===== config.mk =====
export PLATFORM = sky130hd
export DESIGN_NAME = ram_copy_engine
export DESIGN_NICKNAME = d
export VERILOG_FILES = /design/src/rtl/ram_copy_engine.sv
export SDC_FILE = /design/constraint.sdc
export NUM_CORES = 1
export LEC_CHECK = 0
export CAP_MARGIN = 15
export CORE_ASPECT_RATIO = 1.2
export CORE_MARGIN = 2
export CORE_UTILIZATION = 25
export DETAILED_ROUTE_END_ITERATION = 8
export PLACE_DENSITY = 0.39
export SYNTH_ARGS = -nofsm -noshare
export SYNTH_HDL_FRONTEND = slang
export SYNTH_SLANG_ARGS = --single-unit

===== constraint.sdc =====
create_clock -name clk -period 4 [get_ports clk]
set_input_delay 0.6 -clock clk [delete_from_list [all_inputs] [get_ports clk]]
set_output_delay 0.6 -clock clk [all_outputs]
set_load 0.01 [all_outputs]

===== src/rtl/ram_copy_engine.sv =====
// Byte copy/fill engine driving a single-port synchronous RAM.
// Copy moves len bytes src->dst with a one-cycle read latency; fill writes a constant.
module ram_copy_engine #(
  parameter int ADDR_W = 8,
  parameter int DATA_W = 8
) (
  input  logic              clk,
  input  logic              rst,
  input  logic              start,
  input  logic              mode,
  input  logic              abort,
  input  logic [ADDR_W-1:0] src,
  input  logic [ADDR_W-1:0] dst,
  input  logic [ADDR_W-1:0] len,
  input  logic [DATA_W-1:0] fill_val,
  output logic              busy,
  output logic              done,
  output logic              ram_we,
  output logic [ADDR_W-1:0] ram_addr,
  output logic [DATA_W-1:0] ram_wdata,
  input  logic [DATA_W-1:0] ram_rdata
);

  typedef enum logic [2:0] {IDLE, RD_ADDR, RD_CAP, WR, DONE} state_t;

  localparam logic [ADDR_W-1:0] ONE = ADDR_W'(1);

  state_t            state, state_nxt;
  logic [ADDR_W-1:0] src_q, dst_q, len_q, idx, idx_nxt;
  logic              mode_q;
  logic [DATA_W-1:0] fill_q;
  logic              load;
  logic              last;
  logic              busy_nxt, done_nxt, we_nxt;
  logic [ADDR_W-1:0] addr_nxt;
  logic [DATA_W-1:0] wdata_nxt;

  assign last = (idx == len_q - ONE);

  // Outputs are computed for the upcoming state and registered with it,
  // so each output reflects the state it belongs to without a comb path.
  always_comb begin
    state_nxt = state;
    idx_nxt   = idx;
    load      = 1'b0;
    busy_nxt  = 1'b0;
    done_nxt  = 1'b0;
    we_nxt    = 1'b0;
    addr_nxt  = ram_addr;
    wdata_nxt = ram_wdata;
    if (state != IDLE && abort) begin
      state_nxt = IDLE;
    end else begin
      case (state)
        IDLE: begin
          if (start) begin
            if (len == '0) begin
              state_nxt = DONE;
              done_nxt  = 1'b1;
            end else begin
              load     = 1'b1;
              idx_nxt  = '0;
              busy_nxt = 1'b1;
              if (mode) begin
                state_nxt = WR;
                addr_nxt  = dst;
                wdata_nxt = fill_val;
                we_nxt    = 1'b1;
              end else begin
                state_nxt = RD_ADDR;
                addr_nxt  = src;
              end
            end
          end
        end
        RD_ADDR: begin
          state_nxt = RD_CAP;
          busy_nxt  = 1'b1;
        end
        RD_CAP: begin
          // read data is valid this cycle; it becomes the write data
          state_nxt = WR;
          busy_nxt  = 1'b1;
          addr_nxt  = dst_q + idx;
          wdata_nxt = ram_rdata;
          we_nxt    = 1'b1;
        end
        WR: begin
          if (last) begin
            state_nxt = DONE;
            done_nxt  = 1'b1;
          end else begin
            idx_nxt  = idx + ONE;
            busy_nxt = 1'b1;
            if (mode_q) begin
              state_nxt = WR;
              addr_nxt  = dst_q + idx + ONE;
              wdata_nxt = fill_q;
              we_nxt    = 1'b1;
            end else begin
              state_nxt = RD_ADDR;
              addr_nxt  = src_q + idx + ONE;
            end
          end
        end
        DONE: state_nxt = IDLE;
        default: state_nxt = IDLE;
      endcase
    end
  end

  always_ff @(posedge clk or posedge rst) begin
    if (rst) begin
      state     <= IDLE;
      idx       <= '0;
      src_q     <= '0;
      dst_q     <= '0;
      len_q     <= '0;
      mode_q    <= 1'b0;
      fill_q    <= '0;
      busy      <= 1'b0;
      done      <= 1'b0;
      ram_we    <= 1'b0;
      ram_addr  <= '0;
      ram_wdata <= '0;
    end else begin
      state     <= state_nxt;
      idx       <= idx_nxt;
      busy      <= busy_nxt;
      done      <= done_nxt;
      ram_we    <= we_nxt;
      ram_addr  <= addr_nxt;
      ram_wdata <= wdata_nxt;
      if (load) begin
        src_q  <= src;
        dst_q  <= dst;
        len_q  <= len;
        mode_q <= mode;
        fill_q <= fill_val;
      end
    end
  end

endmodule

# --- After elaboration in Yosys (flattened, before gate mapping) ---
# Index checks and enable logic that the tools add are counted.
classes:
  addsub: 6
  eq_ne: 10
  muxes: 42
  bitwise_logic: 1
  n_reduce_logical: 10
op_table:
  columns: ["cell", "count"]
  rows:
  - ["8-bit two-way mux", 13]
  - ["8-bit one-hot mux with 3 select lines", 2]
  - ["8-bit by 1-bit adder with 8-bit output (second input constant)", 3]
  - ["8-bit adder", 2]
  - ["1-bit two-way mux", 16]
  - ["8-bit one-hot mux with 2 select lines", 1]
  - ["3-bit two-way mux", 4]
  - ["3-bit one-hot mux with 4 select lines", 1]
  - ["2-bit inequality test (second input constant)", 5]
  - ["5-bit AND reduction", 2]
  - ["8-bit == test", 1]
  - ["8-bit zero test", 1]
  - ["8-bit by 1-bit subtractor with 8-bit output (second input constant)", 1]
  - ["7-bit AND reduction", 1]
  - ["3-bit by 2-bit == test with 1-bit output (second input constant)", 2]
  - ["1-bit one-hot mux with 3 select lines", 2]
  - ["3-bit nonzero test", 2]
  - ["2-bit two-way mux", 2]
  - ["3-bit by 1-bit == test with 1-bit output (second input constant)", 1]
  - ["3-bit zero test", 1]
  - ["3-bit inequality test (second input constant)", 1]
  - ["1-bit one-hot mux with 2 select lines", 1]
  - ["2-bit nonzero test", 1]
  - ["2-bit OR reduction", 1]
  - ["2 further kinds", 2]
totals:
  reg_bits: 63
  input_bits: 45
  output_inout_bits: 19
  wordCells: 81

# --- Logic depth before layout (Yosys ltp) ---
depth:
  depth_word: 5
  mapped_depth: 11
  ltp_nobuf: 11

# --- Worst setup path after synthesis ---
# Ideal clock, no wire load.
synth_timing:
  kind: "register to register"
  from: "reg idx[0]"
  to: "reg ram_addr[6]"
  setup_ns: 0.128
  arrival_time_ns: 2.266
  setup_slack_ns: 1.606
  stages_incl_launch_ff: 11
  n_path_buf: 0
  path_cell_list: "dfrtp_1 -> ha_1 -> inv_1 -> fa_1 -> nand2b_1 -> a21oi_1 -> xor2_1 -> nand3_1 -> xnor2_1 -> a22oi_1 -> a31oi_1"
synth_between:
  elab_chain_cells: 5
  elab_cells_between_ends: 10
  classes_between: "add/sub (4); eq/ne (2); mux (3); reduce/logical (1)"
synth_rtl:
  columns: ["item", "line", "rtl"]
  rows:
  - ["from (decl)", "29", "logic [ADDR_W-1:0] src_q, dst_q, len_q, idx, idx_nxt;"]
  - ["from (signal assigned)", "128", "idx <= idx_nxt;"]
  - ["8-bit adder (on tied branches)", "102, 84, 97", null]
  - ["8-bit by 1-bit adder with 8-bit output (on tied branches)", "102, 97", null]
  - ["8-bit two-way mux", "95", "if (mode_q) begin"]
  - ["8-bit two-way mux", "89", "if (last) begin"]
  - ["8-bit one-hot mux with 3 select lines", "54", "case (state)"]
  - ["to (signal assigned)", "132", "ram_addr <= addr_nxt;"]
  - ["to (decl)", "19", "output logic [ADDR_W-1:0] ram_addr,"]
# Parallel ways exist; a longest one is shown, timed or not. The select of a mux whose other input is x is not followed.
# A chain may end at the register's enable or synchronous reset.

# --- Worst setup path in the final report ---
layout_timing:
  from: "reg idx[0]"
  to: "reg ram_addr[7]"
# Same word-level chain as after synthesis.

==> metrics <==
clock latency on the worst-skew pair=approximately 0.34 ns; # hold bufs at CTS=0; initial antenna violation count=0; antenna cells=0; Pleak=~0.0023 uW; DRT antenna net count=0; root buffer cell=clkbuf_16; max_slew headroom=0.3525; # clock sinks=between 60 and 70; Post-Syn Nets=532; Worst Setup SP=idx[0]; RSZ-0062 raised after global routing=no; setup TNS=0 ns; Synth top area share=0.3885; Yosys warnings=0; die outline width=between 100 and 150 microns; post-layout minimum cycle time=between 2 and 3 ns; synth cell count leaders=nand2_1, dfrtp_1, nor2_1, o21ai_0, a21oi_1; fmax=~360 MHz; # IOs=between 60 and 70; worst-path cell chain=ha_1 -> inv_1 -> fa_1 -> xnor2_1 -> and3_1 -> nor3b_1 -> nand4_1 -> xnor2_1 -> nand2_1 -> a41oi_1; Mean Syn Cell Area=approximately 8.7 sq um; Routed WL=roughly 12 mm; maximum buffer depth of the clock tree=2; port buffer count=63; hold crit path type=register to register; count leader, synth=nand2_1; total power=3700 uW; outcome=complete, no violations; Die H=~140 microns; Setup CP Type=register to register; Seq/Total Area, Yosys=0.3885; Worst-Margin Slew=0.9712 ns; maximum number of pins on one net before global-route repair=64; most used cell, CP=xnor2_1; post-layout net count=595; CP max-delay cell=dfrtp_1; core area=16080 sq um; area of the mapped netlist=4058 sq um; DR vias=around 3500; pins over their slew limit=0; # DRC=0; PostCTS Resize Cnt=0; Layout area overhead=28.25%; TritonRoute pass-1 iters=4; Via-to-Cell Ratio=around 4.7; Distinct cells, synth=60; # setup viols final=0; grt ovf=0; Synth Instances=between 400 and 500; GRT Overall Usage=0.1469; Arr. time, crit path=between 2 and 3 ns; initial drt markers=about 120; cell taking the most area after synthesis=dfrtp_1; synthesized flop and latch total=63; most common flop cell mapped by yosys=dfrtp_1; clock skew=0.004445 ns; first-pass GRT wire length=between 15 and 20 mm; RePlAce Congestion=approximately 0.8; asr flop ratio synth=1.000; Final Hold Viols=0; average routed wire per standard cell=15.94 microns; CTS tree=done; PwrDens=slightly above 700 nW/um^2; max incr delay on CP=0.50 ns; setup bufs post-CTS=0; leading post-synthesis cells by cell area=dfrtp_1, nand2_1, ha_1; fin crit share=0.6860; Peak VDD IR=265.0 uV; Max FO, Critical Path=8; Crit path required time=~4.3 ns; DP HPWL=8.571 mm; Initial Util=0.2523; MaxCap Viol Count=0; hold_sp=fill_q[7]; CTS Buf Count=9; number of synthesized flops with an enable pin=0; H-tree Lvls=3; Startpoint Class=register; die area=roughly 17000 sq um; layout cells sized above 1=0.06742; vias in the first global route=approximately 3500; CP Capture Type=register; R2R Path Start=idx[0]; Worst-path clk slew=0.05 ns; row count=51
[cells in the final DEF (no fill, tap or decap), types with 3 or more instances in the layout]
cell             instances
ha_1                    17
a211oi_1                 8
xor2_1                   9
nor2b_1                  4
nand4_1                  3
a21oi_1                 21
nand2_1                105
a22oi_1                  3
nor3_1                   5
nor2_1                  37
o211ai_1                 4
mux2_4                   8
buf_4                    7
a31oi_1                  4
nand3_1                 12
clkdlybuf4s50_1         63
nor4_1                   3
a21o_1                   3
and3_1                   4
o21ai_1                  6
dfrtp_1                 63
clkbuf_16                9
mux2i_1                 17
o21ai_0                 28
xnor2_1                 13
nand2b_1                 8
inv_1                   17
o21a_1                   7
[through the flow]
stage                       util  std cells  hold WS, ns  cell area (sq um)  setup WS [ns]
after floorplan                -        468       0.4454               4058          1.606
after global placement    0.3071        732       0.4572               4938          1.125
after detailed placement  0.3071        732       0.4643               4938          1.112
after CTS                 0.3236        746       0.4782               5204          1.234
after global routing      0.3236        746       0.4993               5204         0.9862
final                     0.3236        746       0.4753               5204          1.256
[flip-flops by register name, indices dropped and copies added (netlist names)]
name	cells
dst_q	8
state	3
done	1
len_q	8
idx	8
busy	1
ram_we	1
src_q	8
fill_q	8
mode_q	1
ram_addr	8
ram_wdata	8
[per-layer routing]
layer | vias to the layer above | wire, microns | GRT usage
li1 | 1759 | - | -
met1 | 1650 | 5257 | 0.1733
met2 | 57 | 5982 | 0.2593
met3 | 11 | 442 | 0.03056
met4 | 0 | 207 | 0.06059
met5 | - | 0 | 0
[area by class of cell]
| type | instances | area (sq um) |
|---|---|---|
| fillers | 1722 | 10880 |
| multi-input cells | 369 | 2346 |
| clock inverters | 1 | 5.005 |
| clock buffers | 13 | 260.3 |
| repair buffers | 70 | 683.2 |
| well taps | 212 | 265.3 |
| inverters | 18 | 67.56 |
| flip-flops and latches | 63 | 1577 |
[critical path: cells and delay by family (launching register included)]
kind            cells  cell delay, ns
simple gates        4            0.77
fa+ha+maj           2            0.65
flops               1            0.50
xor+xnor            2            0.47
compound gates      1            0.19
buf+inv             1            0.06
[worst paths after layout]
check / end / slack [ns] / cells after the start
worst max-delay path: ram_addr[7] / 1.26 / 10
worst min-delay path: fill_q[7] / 0.48 / 2
worst max register to register: ram_addr[7] / 1.26 / 10
worst min register to register: fill_q[7] / 0.48 / 2
min in group asynchronous: done / 0.82 / 3
max in group asynchronous: dst_q[3] / 2.61 / 3
[cell families (layout without fill, tap and decap cells)]
group | after synthesis | count (layout) | synth area share
DFF | 63 | 63 | 0.3885
adders and majority gates | 19 | 19 | 0.06229
muxes | 27 | 27 | 0.07709
AOI/OAI and AO/OA | 104 | 104 | 0.1671
and+or+nand+nor | 197 | 197 | 0.2214
buffers and inverters | 36 | 102 | 0.03608
xor gates and xnor gates | 22 | 22 | 0.04749
[power by group]
| part | total [uW] | internal (uW) | leakage (uW) | switching [uW] |
|---|---|---|---|---|
| clock network | 725 | 445 | 0.000132 | 279 |
| registers | 1180 | 911 | 0.000786 | 272 |
| logic | 1790 | 834 | 0.00138 | 958 |
| total | 3700 | 2190 | 0.00230 | 1510 |
No activity file was read; power rests on OpenSTA's default activity.
